`config.mk`:
```
export PLATFORM = sky130hd
export DESIGN_NAME = pipelined_addsub
export DESIGN_NICKNAME = d
export VERILOG_FILES = /design/src/rtl/pipelined_addsub.sv
export SDC_FILE = /design/constraint.sdc
export NUM_CORES = 1
export LEC_CHECK = 0
export BUFFER_PORTS_ARGS = -buffer_cell sky130_fd_sc_hd__buf_2
export CORE_ASPECT_RATIO = 0.9
export CORE_MARGIN = 4
export CORE_UTILIZATION = 40
export DETAILED_ROUTE_END_ITERATION = 10
export PLACE_DENSITY_LB_ADDON = 0.08
export SLEW_MARGIN = 20
export SYNTH_ARGS = -nofsm -noshare
export SYNTH_HDL_FRONTEND = slang
export SYNTH_SLANG_ARGS = --single-unit
```
`constraint.sdc`:
```
create_clock -name clk -period 2.3 [get_ports clk]
set_input_delay 0.115 -clock clk [delete_from_list [all_inputs] [get_ports clk]]
set_output_delay 0.115 -clock clk [all_outputs]
set_load 0.005 [all_outputs]
```
`src/rtl/pipelined_addsub.sv`:
```
// Pipelined two's-complement adder/subtractor with a segmented carry chain, valid/ready flow control and ALU flags.
// Optional build macro ADDSUB_SATURATE_EN adds a per-op `sat` input that clamps signed overflow.
module pipelined_addsub #(
  parameter int unsigned WIDTH  = 32,
  parameter int unsigned STAGES = 4
) (
  input  logic             clk,
  input  logic             rst_n,
  input  logic             in_valid,
  output logic             in_ready,
  input  logic [WIDTH-1:0] a,
  input  logic [WIDTH-1:0] b,
  input  logic             sub,
`ifdef ADDSUB_SATURATE_EN
  input  logic             sat,
`endif
  output logic             out_valid,
  input  logic             out_ready,
  output logic [WIDTH-1:0] result,
  output logic             carry_out,
  output logic             overflow,
  output logic             zero,
  output logic             negative
);

  localparam int unsigned SEG = WIDTH / STAGES;
  localparam int unsigned NP  = (STAGES > 1) ? STAGES - 1 : 1;
  localparam int unsigned MSB = WIDTH - 1;

  logic             advance;
  logic             sat_in;

  // Stage-k inputs (s_*) and the partial result/carry it produces (n_*).
  logic [WIDTH-1:0] s_a [STAGES];
  logic [WIDTH-1:0] s_b [STAGES];
  logic [WIDTH-1:0] s_r [STAGES];
  logic             s_c [STAGES];
  logic             s_v [STAGES];
  logic             s_s [STAGES];
  logic [WIDTH-1:0] n_r [STAGES];
  logic             n_c [STAGES];
  logic [SEG:0]     seg_sum;

  logic [WIDTH-1:0] pa_q [NP];
  logic [WIDTH-1:0] pb_q [NP];
  logic [WIDTH-1:0] pr_q [NP];
  logic             pc_q [NP];
  logic             pv_q [NP];
  logic             ps_q [NP];

  logic [WIDTH-1:0] raw_d;
  logic [WIDTH-1:0] result_d;
  logic             ovf_d;

  logic             out_valid_q;
  logic [WIDTH-1:0] result_q;
  logic             carry_q;
  logic             ovf_q;
  logic             zero_q;
  logic             neg_q;

`ifdef ADDSUB_SATURATE_EN
  assign sat_in = sat;
`else
  assign sat_in = 1'b0;
`endif

  assign advance  = !out_valid_q | out_ready;
  assign in_ready = advance;

  always_comb begin
    s_v[0] = in_valid;
    s_a[0] = a;
    s_b[0] = sub ? ~b : b;
    s_r[0] = '0;
    s_c[0] = sub;
    s_s[0] = sat_in;
    for (int unsigned k = 1; k < STAGES; k++) begin
      s_v[k] = pv_q[k-1];
      s_a[k] = pa_q[k-1];
      s_b[k] = pb_q[k-1];
      s_r[k] = pr_q[k-1];
      s_c[k] = pc_q[k-1];
      s_s[k] = ps_q[k-1];
    end

    // Each stage adds only its own SEG-bit slice; full operands ride along for the flags.
    seg_sum = '0;
    for (int unsigned k = 0; k < STAGES; k++) begin
      seg_sum = {1'b0, SEG'(s_a[k] >> (k * SEG))}
              + {1'b0, SEG'(s_b[k] >> (k * SEG))}
              + {{SEG{1'b0}}, s_c[k]};
      n_c[k]  = seg_sum[SEG];
      n_r[k]  = s_r[k] | (WIDTH'(seg_sum[SEG-1:0]) << (k * SEG));
    end

    raw_d    = n_r[STAGES-1];
    ovf_d    = (s_a[STAGES-1][MSB] == s_b[STAGES-1][MSB]) & (raw_d[MSB] != s_a[STAGES-1][MSB]);
    result_d = raw_d;
    if (s_s[STAGES-1] && ovf_d) begin
      result_d = s_a[STAGES-1][MSB] ? {1'b1, {(WIDTH-1){1'b0}}} : {1'b0, {(WIDTH-1){1'b1}}};
    end
  end

  always_ff @(posedge clk or negedge rst_n) begin
    if (!rst_n) begin
      for (int unsigned j = 0; j < NP; j++) begin
        pv_q[j] <= 1'b0;
        pa_q[j] <= '0;
        pb_q[j] <= '0;
        pr_q[j] <= '0;
        pc_q[j] <= 1'b0;
        ps_q[j] <= 1'b0;
      end
      out_valid_q <= 1'b0;
      result_q    <= '0;
      carry_q     <= 1'b0;
      ovf_q       <= 1'b0;
      zero_q      <= 1'b0;
      neg_q       <= 1'b0;
    end else if (advance) begin
      for (int unsigned j = 0; j + 1 < STAGES; j++) begin
        pv_q[j] <= s_v[j];
        pa_q[j] <= s_a[j];
        pb_q[j] <= s_b[j];
        pr_q[j] <= n_r[j];
        pc_q[j] <= n_c[j];
        ps_q[j] <= s_s[j];
      end
      out_valid_q <= s_v[STAGES-1];
      if (s_v[STAGES-1]) begin
        result_q <= result_d;
        carry_q  <= n_c[STAGES-1];
        ovf_q    <= ovf_d;
        zero_q   <= (result_d == '0);
        neg_q    <= result_d[MSB];
      end
    end
  end

  assign out_valid = out_valid_q;
  assign result    = result_q;
  assign carry_out = carry_q;
  assign overflow  = ovf_q;
  assign zero      = zero_q;
  assign negative  = neg_q;

endmodule

```
==> metrics.md, run 1 <==
| Metric | Value |
|---|---|
| Result of the run | `complete, no violations` |
| Antenna violations before repair | `0` |
| Sort of element at the start of the critical path | `register` |
| Reported max-cap violation count | `0` |
| Number of antenna cells inserted | `0` |
| Total Nets Final | `roughly 1100` |
| Peak clock frequency supported by timing | `between 400 and 500 MHz` |
| Class of the tightest hold or removal check | `primary input to register` |
| Total of flip-flops plus latches after synthesis | `186` |
| Via count of the routed design | `between 6000 and 7000` |
| Cell type contributing the most total cell area after synthesis | `dfrtp_1` |
| Clock period minus worst slack | `between 2 and 2.5 ns` |
| Horizontal die dimension | `roughly 160 um` |
| DR WL/cell | `13.8 um` |
| Via density per instance | `roughly 4.6` |
| Crit-path cells | `fa_1 > inv_1 > fa_1 > nor4b_4 > nand4_1 > nor4_2 > and4b_1 > nand4_1 > o31ai_1` |
| Total clock sinks | `186` |
| CP Buf/Inv Count | `1` |
| Total nets after synthesis | `between 900 and 1000` |
| Synthesized area per cell | `about 9.6 um^2` |
| Starting density of the core | `between 40% and 50%` |
| Maximum level of the CTS H-tree | `4` |
| Normalized max-slew margin | `a little over half` |
| I/O pins | `about 110` |
| TritonCTS clock tree | `done` |
| Worst-path maximum fanout | `2` |
| Area of the core | `approximately 20000 um^2` |
| Count of antenna-violating nets left after detailed routing | `0` |
| PortBufs | `106` |
| Number of cells after detailed placement | `around 1200` |
| Worst setup EP type | `register` |
| Utilization of the core after routing | `between 50% and 60%` |
| Number of filler cells placed in the layout | `1944` |
| Seq. cell area | `around 4700 um^2` |
| Synth top area share | `55.4%` |
| Arrival time of data at the critical path endpoint | `around 2.6 ns` |
| Wire length reported by the detailed router | `around 18000 um` |
| Clock buffers created by TritonCTS | `17` |
| Slowest CP cell | `fa_1` |
| Chip height | `about 150 um` |
| Fraction of final layout cells with drive strength greater than 1 | `between 15 and 20%` |
| Most used standard cells in the synthesized netlist | `nand2_1 (350), dfrtp_1 (186), o21ai_1 (50)` |
| Worst path required time | `2.63 ns` |
| Hold Fails Final Rpt | `0` |
| Number of enable flip-flop cells after synthesis | `0` |
| Worst skew pair latency | `~0.43 ns` |
| Async set-or-reset flop fraction in the synthesized netlist | `between 90% and 100%` |
| Setup TNS after final layout | `0 ns` |
| Layout overhead on the synthesized area | `24.0%` |
| Number of warning messages in the yosys log | `0` |
| Start-to-end type of the worst setup path | `register to register` |
| Clock transition time at the flip-flop clock pins of the worst setup and hold paths | `approximately 0.070 ns` |
| Root buffer cell | `clkbuf_16` |
| Slew at the pin closest to its max-slew limit | `0.716 ns` |
| Most repeated cell in the gate-level netlist after synthesis | `nand2_1` |
| Wire length of the first global-routing pass | `roughly 31000 um` |
| Areal power density over the cells | `about 1300 nW/um^2` |
| Highest cell delay on the worst timing path | `around 0.5 ns` |
| Post-synthesis instance area | `~8400 um^2` |
| Setup violation total in the final timing report | `0` |
| Clock skew | `between 0.01 and 0.015 ns` |
| Top cells by area, synth | `dfrtp_1 (55%), nand2_1 (16%), ha_1 (4.2%)` |
| LEAKAGE | `about 5.2 nW` |
| DP HPWL | `~12000 um` |
| Total DRC errors in the routed layout | `0` |
| Cell Count, Final, Fillers Out | `1315` |
| Unique masters post-synth | `42` |
| Sum of overflow across all layers after global routing | `0` |
| Top FF cell, synth | `dfrtp_1` |
| Period Utilization, post-route | `98.6%` |
| GRT Total Usage | `between 10% and 20%` |
| First-pass iteration count of the detailed router | `4` |
| Post-synthesis cell count | `between 800 and 900` |
| Share of the yosys chip area belonging to registers | `55.4%` |
| Placer Congestion | `around 0.83` |
| Buffer depth of the longest clock path | `2` |
| Number of pins with negative max-slew slack in the final report | `0` |
| Die Area | `about 23000 um^2` |
| Combined area of the multi-input logic cells | `approximately 3500 um^2` |
| Drt first-iter violations | `around 430` |
| Worst vdd ir | `about 0.49 mV` |
| Cell family contributing the most delay on the critical path | `simple AND/OR/NAND/NOR gates` |
| Maximum number of pins on one net before global-route repair | `about 170` |
| RSZ-0062 raised after global routing | `true` |
| Number of global-route vias before repair | `between 5000 and 6000` |
| Row count | `49` |
==> state kept, by name, summed over array words and instances (netlist names), 3 cells and up <==
register  count
pa_q         48
pb_q         48
pr_q         48
result       32
pc_q          3
pv_q          3
==> layout make-up <==
type,instances,share of cell area (%)
clock buffer,20,4.39
clock inverter,12,1.19
inverter,21,0.782
multi-input combinational,624,33.9
sequential,186,44.7
tap,280,3.37
timing repair buffer,172,11.7
==> worst paths after layout <==
kind / slack, ns / start / cells after the start / end
worst max-delay path: 0.03 / pa_q[24]$_DFFE_PN0N_ / 9 / zero$_DFFE_PN0P_
worst min-delay path: 0.01 / b[17] / 3 / pb_q[81]$_DFFE_PN0N_
worst max register to register: 0.03 / pa_q[24]$_DFFE_PN0N_ / 9 / zero$_DFFE_PN0P_
worst min register to register: 0.47 / pa_q[91]$_DFFE_PN0N_ / 2 / pa_q[91]$_DFFE_PN0N_
max in group asynchronous: 1.31 / rst_n / 3 / pr_q[64]$_DFFE_PN0N_
min in group asynchronous: 0.27 / rst_n / 2 / result[6]$_DFFE_PN0P_
==> report_power, final <==
part	internal [mW]	switching, mW
registers	4.72	0.925
logic	2.27	2.77
clock network	1.65	1.24
==> layer usage <==
layer / track usage, % / part of all wire (%) / routed length [um]
met3: 3.77 / 2.9 / 518
met5: 0 / 0 / 0
met1: 26.0 / 55 / 10000
met4: 4.43 / 1.4 / 257
met2: 22.0 / 41 / 7380
==> layout by cell type, fill, tap and decap left out, types with 3 or more instances in the layout <==
master / synthesis / routed
a21o_1: 5 / 5
o21ai_0: 3 / 3
nor3_1: 10 / 10
a21oi_2: 0 / 4
clkinvlp_4: 0 / 4
fa_1: 7 / 7
o21bai_1: 6 / 6
o21ai_1: 50 / 50
o21a_1: 6 / 6
dfrtp_1: 186 / 186
ha_1: 28 / 28
mux2_1: 27 / 27
a31oi_1: 3 / 3
a211oi_1: 4 / 4
nand2b_1: 3 / 3
dlygate4sd3_1: 0 / 51
xnor2_1: 35 / 35
nand3_1: 3 / 3
nor2_1: 21 / 21
clkbuf_16: 0 / 17
o31ai_1: 10 / 10
buf_4: 1 / 11
buf_2: 7 / 105
clkinv_2: 0 / 5
xor2_1: 13 / 13
inv_1: 20 / 20
nand2_1: 350 / 350
a21oi_1: 15 / 11
nor4_1: 4 / 4
buf_12: 0 / 4
clkbuf_8: 0 / 3
==> tightest hold or removal path: cells and delay by family <==
family,cells,cell delay (ns)
buffers and inverters,1,0.08
XOR/XNOR,1,0.08
AO/OA/AOI/OAI,1,0.12
==> kinds of logic (layout without fill, tap and decap cells) <==
| group | Yosys count | count (layout) | synth area share, % |
|---|---|---|---|
| AO/OA/AOI/OAI | 109 | 109 | 7.84 |
| XOR/XNOR | 48 | 48 | 5.01 |
| adder cells (fa/ha/maj) | 35 | 35 | 5.84 |
| buffers and inverters | 63 | 225 | 2.98 |
| flip-flops | 186 | 186 | 55.4 |
| multiplexers | 28 | 28 | 3.80 |
| AND/OR/NAND/NOR | 404 | 404 | 19.1 |
==> what timing repair did <==
item,in CTS,in global routing
buffers inserted,1,0
setup endpoints to repair,1,6
resized for setup,2,4
pin swaps,3,1
hold endpoints to repair,124,0
hold buffers,51,0
==> stage by stage <==
stage	hold slack [ns]	total power, mW	area [um^2]	setup WS, ns
finish	0.0120	13.6	10400	0.0316
global route	0.00797	14.8	10400	-0.125
CTS	0.00572	13.7	10400	-0.0187
detailed placement	0.192	10.7	9280	-0.105
global placement	0.198	10.6	9280	0.0134
floorplan	-0.181	8.98	8390	0.146
Note: power is estimated with default switching activity, not from simulation.
==> inputs of run 2 (changes only) <==
--- a/config.mk
+++ b/config.mk
@@ -11,6 +11,7 @@
 export CORE_UTILIZATION = 40
 export DETAILED_ROUTE_END_ITERATION = 10
 export PLACE_DENSITY_LB_ADDON = 0.08
+export REMOVE_ABC_BUFFERS = 1
 export SLEW_MARGIN = 20
 export SYNTH_ARGS = -nofsm -noshare
 export SYNTH_HDL_FRONTEND = slang
==> metrics.md, run 2 (same netlist as run 1, synthesis figures left out) <==
| Metric | Value |
|---|---|
| Die Area | `23400 um^2` |
| Cell area after placement | `~9300 um^2` |
| Buffers inserted by post-CTS timing repair | `0` |
| Switching part of the total power | `35.1%` |
| Violations in the final reports | `setup timing` |
| Number of pins with negative max-slew slack in the final report | `0` |
| Placer Congestion | `slightly below 0.8` |
| Share of total power in sequential cells | `40.4%` |
| Sum of overflow across all layers after global routing | `0` |
| Number of antenna cells inserted | `0` |
| PortBufs | `about 110` |
| Wire length of the first global-routing pass | `between 20000 and 30000 um` |
| Total DRC errors in the routed layout | `0` |
| DR WL/cell | `about 13 um` |
| Buffer depth of the longest clock path | `2` |
| Number of global-route vias before repair | `approximately 6000` |
| Horizontal die dimension | `roughly 160 um` |
| Areal power density over the cells | `approximately 1300 nW/um^2` |
| Count of antenna-violating nets left after detailed routing | `0` |
| Peak clock frequency supported by timing | `~420 MHz` |
| Final design area excluding fillers | `about 10000 um^2` |
| Maximum level of the CTS H-tree | `4` |
| Internal Dissipation | `8.98 mW` |
| Worst Slack Setup Final | `-0.0532 ns` |
| Clock transition time at the flip-flop clock pins of the worst setup and hold paths | `roughly 0.060 ns` |
| Normalized max-slew margin | `between 40% and 50%` |
| First-pass iteration count of the detailed router | `6` |
| Fraction of final layout cells with drive strength greater than 1 | `15.7%` |
| RSZ-0062 raised after global routing | `true` |
| GRT Total Usage | `between 10% and 20%` |
| Clock period minus worst slack | `about 2.4 ns` |
| TritonCTS clock tree | `done` |
| Dpl ws | `-0.242 ns` |
| Sort of element at the start of the critical path | `register` |
| Most frequent standard cell in the layout excluding fill and tap cells | `nand2_1` |
| Class of the tightest hold or removal check | `primary input to register` |
| Clock buffers created by TritonCTS | `17` |
| Slew at the pin closest to its max-slew limit | `0.765 ns` |
| Via count of the routed design | `slightly above 6000` |
| Reported max-cap violation count | `0` |
| Setup TNS after final layout | `-0.0532 ns` |
| Drt first-iter violations | `~260` |
| Starting density of the core | `~41%` |
| Period Utilization, post-route | `102%` |
| Hold Fails Final Rpt | `0` |
| Result of the run | `complete, but fails checks` |
| Area of the core | `between 20000 and 25000 um^2` |
| Total Nets Final | `roughly 1100` |
| Worst hold margin | `roughly 0.030 ns` |
| Commonest cells after routing, fill and taps aside | `nand2_1 (349), dfrtp_1 (186), buf_2 (105), o21ai_1 (50), dlygate4sd3_1 (50)` |
| Worst-path maximum fanout | `2` |
| Switch Pwr | `between 4 and 5 mW` |
| Wire length reported by the detailed router | `around 18000 um` |
| Clock share of power | `between 20% and 30%` |
| Chip height | `around 150 um` |
| Clock skew | `~0.011 ns` |
| LEAKAGE | `~5.2 nW` |
| Via density per instance | `4.63` |
| Cell Count, Final, Fillers Out | `around 1300` |
| Root buffer cell | `clkbuf_16` |
| DP HPWL | `11300 um` |
| Worst path required time | `about 2.6 ns` |
| Setup violation total in the final timing report | `1` |
| I/O pins | `107` |
| Worst setup EP type | `register` |
| Row count | `around 50` |
| Worst skew pair latency | `0.42 ns` |
| Biggest registers after layout | `pa_q (48), pb_q (48), pr_q (48)` |
| Worst vdd ir | `a little under 0.6 mV` |
| Comb power frac | `36.4%` |
| Layout overhead on the synthesized area | `24.7%` |
| Antenna violations before repair | `0` |
| Total clock sinks | `~190` |
| Number of cells after detailed placement | `1229` |
| Maximum number of pins on one net before global-route repair | `around 170` |
| Arrival time of data at the critical path endpoint | `roughly 2.7 ns` |
| Start-to-end type of the worst setup path | `register to register` |
run 2: timing repair:
item | 4_1_cts | 5_1_grt
resized for setup | 2 | 6
endpoints found under the hold margin | 92 | 0
pin swaps | 2 | 0
endpoints found under the setup margin | 1 | 7
hold buffers | 50 | 0
run 2: final cells by class:
class,count,area (um^2)
fill,1934,9830
sequential,186,4650
clock inverter,9,160
tap,280,350
clock buffer,22,494
multi-input combinational,624,3530
timing repair buffer,168,1190
inverter,21,81.3
run 2: path summary, 6_finish.rpt:
check / from / end / slack, ns / depth (start not counted)
max reg2reg: pa_q[24]$_DFFE_PN0N_ / zero$_DFFE_PN0P_ / -0.05 / 9
min: a[0] / pr_q[64]$_DFFE_PN0N_ / 0.03 / 3
max: pa_q[24]$_DFFE_PN0N_ / zero$_DFFE_PN0P_ / -0.05 / 9
min reg2reg: pb_q[56]$_DFFE_PN0N_ / pb_q[56]$_DFFE_PN0N_ / 0.47 / 2
max in group asynchronous: rst_n / pa_q[79]$_DFFE_PN0N_ / 1.40 / 3
min in group asynchronous: rst_n / pr_q[5]$_DFFE_PN0N_ / 0.18 / 2
run 2: metal layers:
metal	global-route usage, %	wire (um)
met1	22.2	8820
met2	24.3	8020
met3	3.20	519
met4	4.61	157
met5	0	0
run 2: through the flow:
step | total power [mW] | util, %
floorplan | 8.81 | -
global placement | 10.5 | 45.7
detailed placement | 10.6 | 45.7
CTS | 14.0 | 51.5
global route | 15.1 | 51.6
finish | 13.8 | 51.6
run 2: worst max-delay path: stages (launching register included):
cell     delay, ns
dfrtp_1       0.38
fa_2          0.24
inv_2         0.04
fa_1          0.53
nor4b_4       0.23
nand4_1       0.12
nor4_2        0.17
and4b_1       0.26
nand4_1       0.10
o31ai_1       0.19
run 2: power groups by stage:
stage / combinational, mW / sequential, mW / clock, mW
after floorplan: 3.44 / 5.37 / 0
after global placement: 4.93 / 5.62 / 0
after detailed placement: 4.99 / 5.65 / 0
after CTS: 5.10 / 5.61 / 3.31
after global routing: 5.83 / 5.78 / 3.44
final: 5.03 / 5.58 / 3.22
==> inputs of run 3 (changes only) <==
--- a/config.mk
+++ b/config.mk
@@ -7,7 +7,6 @@
 export LEC_CHECK = 0
 export BUFFER_PORTS_ARGS = -buffer_cell sky130_fd_sc_hd__buf_2
 export CORE_ASPECT_RATIO = 0.9
-export CORE_MARGIN = 4
 export CORE_UTILIZATION = 40
 export DETAILED_ROUTE_END_ITERATION = 10
 export PLACE_DENSITY_LB_ADDON = 0.08
==> metrics.md, run 3 (same netlist as run 1, synthesis figures left out) <==
| Metric | Value |
|---|---|
| Worst hold margin | `~0.026 ns` |
| TritonCTS clock tree | `done` |
| Starting density of the core | `between 40% and 50%` |
| Number of global-route vias before repair | `6098` |
| Result of the run | `complete, but fails checks` |
| Wire length reported by the detailed router | `approximately 17000 um` |
| Most frequent standard cell in the layout excluding fill and tap cells | `nand2_1` |
| Number of filler cells placed in the layout | `1943` |
| Wire length of the first global-routing pass | `roughly 30000 um` |
| Reported max-cap violation count | `0` |
| Area of the core | `slightly above 20000 um^2` |
| Normalized max-slew margin | `around half` |
| Clock period minus worst slack | `around 2.3 ns` |
| Setup violation total in the final timing report | `1` |
| Dpl ws | `-0.187 ns` |
| Maximum number of pins on one net before global-route repair | `173` |
| Commonest cells after routing, fill and taps aside | `nand2_1 (349), dfrtp_1 (186), buf_2 (105), dlygate4sd3_1 (51), o21ai_1 (50)` |
| Buffer depth of the longest clock path | `2` |
| Start-to-end type of the worst setup path | `register to register` |
| I/O pins | `around 110` |
| Sum of overflow across all layers after global routing | `0` |
| Slowest CP cell | `fa_1` |
| Switching part of the total power | `between 30% and 40%` |
| Crit-path cells | `fa_2 > inv_2 > fa_1 > nor4b_4 > nand4_1 > nor4_2 > and4b_1 > nand4_1 > o31ai_1` |
| Number of cells after detailed placement | `between 1000 and 1500` |
| Cell Count, Final, Fillers Out | `1314` |
| PortBufs | `between 100 and 150` |
| Most used cell, CP | `nand4_1` |
| Arrival time of data at the critical path endpoint | `approximately 2.6 ns` |
| Total DRC errors in the routed layout | `0` |
| Violations in the final reports | `setup timing` |
| Count of antenna-violating nets left after detailed routing | `0` |
| Comb power frac | `a little under two fifths` |
| First-pass iteration count of the detailed router | `5` |
| Worst vdd ir | `~0.52 mV` |
| Class of the tightest hold or removal check | `primary input to register` |
| RSZ-0062 raised after global routing | `true` |
| Worst Slack Setup Final | `-0.00491 ns` |
| Drt first-iter violations | `between 200 and 300` |
| DR WL/cell | `13.3 um` |
| Slew at the pin closest to its max-slew limit | `~0.73 ns` |
| Fraction of final layout cells with drive strength greater than 1 | `between 15 and 20%` |
| Placer Congestion | `between 0.7 and 0.8` |
| Worst skew pair latency | `roughly 0.43 ns` |
| Row count | `49` |
| Highest cell delay on the worst timing path | `roughly 0.50 ns` |
| Antenna violations before repair | `1` |
| Areal power density over the cells | `between 1000 and 1500 nW/um^2` |
| Clock transition time at the flip-flop clock pins of the worst setup and hold paths | `roughly 0.08 ns` |
| Chip height | `139 um` |
| Total clock sinks | `between 150 and 200` |
| Via density per instance | `around 4.6` |
| Total Nets Final | `~1100` |
| Via count of the routed design | `slightly above 6000` |
| Root buffer cell | `clkbuf_16` |
| Internal Dissipation | `~8.4 mW` |
| Sort of element at the start of the critical path | `register` |
| Share of total power in sequential cells | `42.0%` |
| Horizontal die dimension | `155 um` |
| Worst path required time | `between 2 and 3 ns` |
| Hold Fails Final Rpt | `0` |
| Clock buffers created by TritonCTS | `17` |
| Post-route total power | `approximately 13 mW` |
| Layout overhead on the synthesized area | `23.8%` |
| Peak clock frequency supported by timing | `~430 MHz` |
| Maximum level of the CTS H-tree | `4` |
| Cell family contributing the most delay on the critical path | `simple AND/OR/NAND/NOR gates` |
| Clock share of power | `about a fifth` |
| DP HPWL | `roughly 11000 um` |
| Worst setup EP type | `register` |
| Utilization of the core after routing | `51.2%` |
| Die Area | `21600 um^2` |
| LEAKAGE | `slightly above 5 nW` |
| Clock skew | `0.0105 ns` |
| GRT Total Usage | `~18%` |
| CP Buf/Inv Count | `1` |
| Number of antenna cells inserted | `0` |
| Period Utilization, post-route | `100%` |
| Worst-path maximum fanout | `2` |
| Biggest registers after layout | `pa_q (48), pb_q (48), pr_q (48)` |
| Number of pins with negative max-slew slack in the final report | `0` |
| Switch Pwr | `4.94 mW` |
## run 3: power groups by stage
stage | logic, mW | registers [mW] | clock network [mW]
2_1_floorplan | 3.44 | 5.37 | 0
3_3_place_gp | 4.84 | 5.64 | 0
3_5_place_dp | 4.90 | 5.66 | 0
4_1_cts | 5.04 | 5.62 | 2.83
5_1_grt | 5.79 | 5.81 | 2.97
6_report | 5.00 | 5.59 | 2.74
## run 3: worst paths after layout
| check | startpoint | cells after the start | endpoint | slack (ns) |
|---|---|---|---|---|
| max | pa_q[24]$_DFFE_PN0N_ | 9 | zero$_DFFE_PN0P_ | -0.005 |
| min | b[0] | 3 | pr_q[64]$_DFFE_PN0N_ | 0.03 |
| max reg2reg | pa_q[24]$_DFFE_PN0N_ | 9 | zero$_DFFE_PN0P_ | -0.005 |
| min reg2reg | pr_q[44]$_DFFE_PN0N_ | 2 | pr_q[12]$_DFFE_PN0N_ | 0.47 |
| max in group asynchronous | rst_n | 3 | pb_q[82]$_DFFE_PN0N_ | 1.41 |
| min in group asynchronous | rst_n | 2 | pr_q[68]$_DFFE_PN0N_ | 0.25 |
## run 3: worst reg2reg max path, stage by stage, from the launching register on
cell,delay (ns)
dfrtp_1,0.38
fa_2,0.24
inv_2,0.04
fa_1,0.50
nor4b_4,0.20
nand4_1,0.12
nor4_2,0.18
and4b_1,0.26
nand4_1,0.11
o31ai_1,0.20
## run 3: metal layers
metal / track usage, % / share of wire [%]
met1: 25.2 / 51
met2: 27.7 / 45
met3: 4.02 / 2.6
met4: 4.38 / 0.56
met5: 0 / 0
## run 3: what timing repair did
item                                    CTS  global route
hold buffers                             51             0
hold endpoints to repair                109             0
endpoints found under the setup margin    1             6
setup buffers                             1             0
gates resized for setup                   4             5
pin swaps                                 2             3
gates cloned                              0             0
## run 3: cell type report
type                            instances  area (um^2)  share of cell area [%]
Multi-Input combinational cell        624         3540                    34.1
Inverter                               21         81.3                   0.783
Clock inverter                         14          118                    1.13
Timing Repair Buffer                  171         1220                    11.7
Sequential cell                       186         4650                    44.8
Clock buffer                           18          429                    4.13
Tap cell                              280          350                    3.37
## run 3: per-stage QoR
stage | area, um^2 | TNS, ns
detailed placement | 9290 | -0.187
finish | 10400 | -0.00491
global placement | 9290 | -0.0810
CTS | 10400 | -0.0537
floorplan | 8220 | -1304.80
global route | 10400 | -0.151
